[src/rtl/shrimp_regfile_dumper.sv]
// Debug reader for the shrimp register file: walks an address range through one
// read port and streams (address, value) beats over a valid/ready handshake.
//
// state | meaning
// IDLE  | waiting for start; rf_r_addr holds its last value
// FETCH | rf_r_addr stable, capture combinational read data at the edge
// HOLD  | beat presented on dump_*, waiting for dump_ready
module shrimp_regfile_dumper #(
  parameter int ADDR_W = 4,
  parameter int DATA_W = 16
) (
  input  logic              clock,
  input  logic              reset,
  input  logic              start,
  input  logic [ADDR_W-1:0] first_addr,
  input  logic [ADDR_W-1:0] last_addr,
  output logic [ADDR_W-1:0] rf_r_addr,
  input  logic [DATA_W-1:0] rf_r_val,
  output logic              dump_valid,
  input  logic              dump_ready,
  output logic [ADDR_W-1:0] dump_addr,
  output logic [DATA_W-1:0] dump_data,
  output logic              dump_last,
  output logic              busy,
  output logic              done
);

  typedef enum logic [1:0] {IDLE, FETCH, HOLD} state_t;

  state_t              state, state_n;
  logic [ADDR_W-1:0]   last_q, last_n;
  logic [ADDR_W-1:0]   addr_n;
  logic                valid_n;
  logic [ADDR_W-1:0]   daddr_n;
  logic [DATA_W-1:0]   data_n;
  logic                dlast_n;
  logic                done_n;

  always_ff @(posedge clock) begin
    if (reset) begin
      state      <= IDLE;
      last_q     <= '0;
      rf_r_addr  <= '0;
      dump_valid <= 1'b0;
      dump_addr  <= '0;
      dump_data  <= '0;
      dump_last  <= 1'b0;
      done       <= 1'b0;
    end else begin
      state      <= state_n;
      last_q     <= last_n;
      rf_r_addr  <= addr_n;
      dump_valid <= valid_n;
      dump_addr  <= daddr_n;
      dump_data  <= data_n;
      dump_last  <= dlast_n;
      done       <= done_n;
    end
  end

  always_comb begin
    state_n = state;
    last_n  = last_q;
    addr_n  = rf_r_addr;
    valid_n = dump_valid;
    daddr_n = dump_addr;
    data_n  = dump_data;
    dlast_n = dump_last;
    done_n  = 1'b0;
    case (state)
      IDLE: begin
        if (start) begin
          last_n  = last_addr;
          addr_n  = first_addr;
          state_n = FETCH;
        end
      end
      FETCH: begin
        // A write landing on this same edge is not seen: the pre-write value is taken.
        data_n  = rf_r_val;
        daddr_n = rf_r_addr;
        dlast_n = (rf_r_addr == last_q);
        valid_n = 1'b1;
        state_n = HOLD;
      end
      HOLD: begin
        if (dump_ready) begin
          valid_n = 1'b0;
          if (dump_last) begin
            done_n  = 1'b1;
            state_n = IDLE;
          end else begin
            addr_n  = rf_r_addr + 1'b1;
            state_n = FETCH;
          end
        end
      end
      default: state_n = IDLE;
    endcase
  end

  assign busy = (state != IDLE);

endmodule

[config.mk]
export PLATFORM = sky130hd
export DESIGN_NAME = shrimp_regfile_dumper
export DESIGN_NICKNAME = d
export VERILOG_FILES = /design/src/rtl/shrimp_regfile_dumper.sv
export SDC_FILE = /design/constraint.sdc
export NUM_CORES = 1
export LEC_CHECK = 0
export CORE_ASPECT_RATIO = 0.5
export CORE_MARGIN = 10
export CORE_UTILIZATION = 41
export CTS_CLUSTER_SIZE = 30
export DETAILED_ROUTE_END_ITERATION = 10
export PLACE_DENSITY = 0.8
export SLEW_MARGIN = 20
export SYNTH_ARGS = -nofsm -noshare
export SYNTH_HDL_FRONTEND = slang
export SYNTH_SLANG_ARGS = --single-unit
[constraint.sdc]
create_clock -name clock -period 1.56 [get_ports clock]
set_input_delay 0.312 -clock clock [delete_from_list [all_inputs] [get_ports clock]]
set_output_delay 0.312 -clock clock [all_outputs]
set_load 0.1 [all_outputs]
# == After elaboration in Yosys (flattened, before gate mapping) ==
# Index checks and enable logic that the tools add are counted.
# word_totals
in_bits,28
output_inout_bits,28
register_bits,33
# op_classes
n_eq_ne,6
n_reduce_logical,9
bitwise_logic,2
mux,11
add_sub_neg,1
# ops
operator,count
4-bit two-way mux,3
4-bit one-hot mux with 2 select lines,1
"2-bit != test, second input constant",3
2-bit one-hot mux with 3 select lines,1
2-bit AND reduction,3
2-bit nonzero test,3
"4-bit by 1-bit adder with 4-bit output, second input constant",1
4-bit == test,1
2-bit two-way mux,2
4-bit AND reduction,1
1-bit two-way mux,3
3-bit OR reduction,1
"2-bit by 1-bit == test with 1-bit output, second input constant",1
"2-bit == test, second input constant",1
2-bit logical NOT,1
1-bit inverter,2
1-bit one-hot mux with 2 select lines,1

# == Longest topological paths before layout ==
# Gate-level depths: netlist of the first run.
# depth
depth_word,4
ltp_mapped,4
depth_no_buf,4

# == Worst setup path after synthesis of the first run ==
# Ideal clock, no wire load.
# synth_timing
path_type,reg2reg
from,register rf_r_addr[1]
to,register rf_r_addr[2]
required_ps,1468
t_arrival_ps,1746
setup_ps,92
path_slack_ps,-278
n_path_buf,0
synth_period_minus_slack_ps,1838
stages_incl_launch_ff,5
path_cell_list,dfxtp_1 ha_1 and4bb_2 a21oi_1 o32ai_1
# synth_between
elab_chain_len,4
# synth_rtl
item,line,source
"start, declared",17,"output logic [ADDR_W-1:0] rf_r_addr,"
"start signal, assigned",52,rf_r_addr <= addr_n;
4-bit by 1-bit adder with 4-bit output,93,addr_n = rf_r_addr + 1'b1;
4-bit two-way mux,89,if (dump_last) begin
4-bit two-way mux,87,if (dump_ready) begin
4-bit one-hot mux with 2 select lines,70,case (state)
# Every way passes these cells. The select of a mux whose other input is x is not followed.
# A chain may end at the register's enable or synchronous reset.

# == Worst setup path after layout of the first run ==
# layout_timing
from,register state[0]
to,output busy
# layout_between
elab_chain_len,1
# layout_rtl
item,line,source
"start, declared",30,"state_t state, state_n;"
"start signal, assigned",50,state <= state_n;
2-bit nonzero test,102,assign busy = (state != IDLE);
"end, declared",24,"output logic busy,"
# Every way passes these cells.

==> metrics.cfg, run 1 <==
[critical_path]
path_max_fanout=9
crit_chain=or2_2, buf_12
cp.required_ns=1.25
end_kind=output pin
crit_path_start_kind=flop
critPathKind=reg2out
critPathArrivalTime_ns=1.19
slowest_delay_ns=0.39
crit_slowest_cell=dfxtp_1

[cts]
cts.path.max_buffers=2
htree_levels=2
holdBufCountCts=0
insertion_delay_ns=0.28
clock_sinks=33
numCtsBuffers=5
clockRootBuffer=clkbuf_8
cts_setup_buffers=0
post_cts_resized=0
cts_tree=built
clk_pin_slew_ns=0.07

[place]
io_buffers=55
pre_cts_ws_ns=-0.0882
routabilityCongestion=0.739
hpwl_um=3090
place_area_mm2=0.00224

[global_routing]
antenna_found_initial=0
grt_max_degree=37
grt_overflow=0
grt_pass1_vias=1251
gr-usage-all-layers_pct=13.2
grt_first_pass_wirelength_um=6360

[logic_synthesis]
avgSynthCellArea_um2=8.67
synth_compound_area_share_pct=16.0
synth-main-ff-cell=dfxtp_1
synth_xor_area_share_pct=2.64
synth_mux_area_share_pct=3.02
synth-adder-area-share_pct=0.943
ys_warn_count=0
yosysTopAreaCellShare_pct=49.8
ys_seq_area_share_pct=49.8
synth.distinct_cells=32
synth_top_cell_by_area=dfxtp_1
synthArstFlopShare_pct=0
syn_nets=182
synth-seq-cells=33
syn-instance-count=153
synth_edf_count=0
synth-simple-area-share_pct=24.2
syn_area_mm2=0.00133
synth_top_family_by_area=simple AND/OR/NAND/NOR gates
yosys-top-cells-area=dfxtp_1 50%, nand2_1 12%, a21oi_1 8.3%

[pwr]
combPwrFrac_pct=33.3
p_clk_share_pct=25.6
max-vdd-ir-drop_uv=637
p_leak_nw=0.869
p_int_w=0.00154
seqPwrFrac_pct=41.1
swShare_pct=34.7
power.density_mw_per_mm2=1010
total_power_w=0.00235
p_sw_w=0.000818

[floorplanning]
die-area_mm2=0.00605
die_height_um=60.2
core_area_mm2=0.00305
ios=56
die_x_um=100
start_util_pct=43.5
row_count=14

[final_layout]
nets=243
final_design_area_no_fill_mm2=0.00232
drive_gt1_share_pct=23.7
areaGrowthSynthToFinish_pct=75.2
antenna_cells=0

[timing]
fin_setup_tns_ns=0
finalHoldViolations=0
fmaxAchievable_ghz=0.664
tightest_slew_ns=0.358
rsz0062_at_grt=false
final.min_clock_period_ns=1.51
setup_slack_ns=0.0550
report.final.setup_viol=0
finClkSkew_ns=0.00515
maxSlewHeadroom_pct=76.1
fin_crit_sh_pct=96.5
slew_violations=0

[routing]
ant_nets=0
drc_errors=0
vias=1277
wl_per_cell_um=15.6
drt-initial-drc-count=42
vias_per_cell=5.01
drtPass1Iterations=4
wirelength_um=3980

[worst_hold_path]
hp-class=reg2reg

[outcome]
status=finished clean

[job]
maxCapViolCount=0

-- critical path, delay by kind of cell (launching register included) --
kind / cells / cell delay [ns]
DFF: 1 / 0.39
and+or+nand+nor: 1 / 0.35
buffers and inverters: 1 / 0.17
-- sequential cells by signal, indices dropped and copies added (netlist names) --
name        cells
rf_r_addr       4
last_q          4
dump_valid      1
done            1
state           2
dump_data      16
dump_addr       4
dump_last       1
-- synth_stat cells, types with 2 or more instances --
cell type	number
nand2_1	43
a2bb2oi_1	2
xnor2_1	4
and2b_1	2
a21oi_1	22
nor2_1	8
mux2i_1	4
nor3_1	2
dfxtp_1	33
nand2b_1	4
o32ai_1	2
buf_2	3
clkbuf_1	5
-- logic make-up (layout without fill, tap and decap cells) --
| logic type | after synthesis | in the layout |
|---|---|---|
| adders and majority gates | 1 | 1 |
| and+or+nand+nor | 68 | 68 |
| AOI/OAI and AO/OA | 33 | 33 |
| DFF | 33 | 33 |
| muxes | 4 | 4 |
| buffers and inverters | 10 | 72 |
| xor gates and xnor gates | 4 | 4 |
-- cell type report --
type | instances | area [um^2]
clock buffers | 8 | 80.1
inverters | 1 | 3.75
multi-input cells | 110 | 621
repair buffers | 63 | 903
flip-flops and latches | 33 | 666
fillers | 201 | 724
well taps | 40 | 50.0
-- placed cells by master, fill, tap and decap left out, types with 2 or more instances in the layout --
cell,netlist,layout
nand2_1,43,43
dfxtp_1,33,29
buf_12,0,29
clkdlybuf4s50_1,0,27
a21oi_1,22,22
nor2_1,8,8
buf_4,1,7
clkbuf_8,0,5
nand2b_1,4,4
mux2i_1,4,4
xnor2_1,4,4
dfxtp_2,0,4
clkbuf_1,5,3
and2b_1,2,2
nor3_1,2,2
o32ai_1,2,2
a2bb2oi_1,2,2
-- stage by stage --
step | std cells | hold WS, ns | util (%)
3_3_place_gp | 247 | 0.466 | 73.6
4_1_cts | 255 | 0.490 | 76.2
2_1_floorplan | 153 | 0.408 | -
5_1_grt | 255 | 0.505 | 76.2
3_5_place_dp | 247 | 0.482 | 73.6
6_report | 255 | 0.484 | 76.2
-- metal layers --
layer / vias up / GRT usage [%] / wire length, um
met2: 36 / 25.0 / 2160
li1: 646 / - / -
met3: 9 / 3.91 / 253
met5: - / 0 / 0
met4: 0 / 5.00 / 65
met1: 586 / 13.7 / 1500
-- path summary, 6_finish.rpt --
kind	start	endpoint	slack (ns)	cells after the start
worst max-delay path	state[0]	busy	0.05	2
worst min-delay path	dump_last	done	0.48	2
worst max register to register	state[0]	rf_r_addr[0]	0.21	4
worst min register to register	dump_last	done	0.48	2
-- power by group through the flow --
stage	Clock (W)	Sequential [W]	Combinational (W)
2_1_floorplan	0	0.00124	0.000194
6_report	0.000602	0.000967	0.000784
5_1_grt	0.000634	0.000975	0.000818
3_5_place_dp	0	0.000985	0.000788
3_3_place_gp	0	0.000981	0.000772
4_1_cts	0.000609	0.000967	0.000790
Power figures use the tool's default switching activity.
==> inputs of run 2 (changes only) <==
Settings changed: CTS_CLUSTER_DIAMETER set to 60.
==> results of run 2 <==
No change in the layout: final DEF, timing and power equal those of run 1.
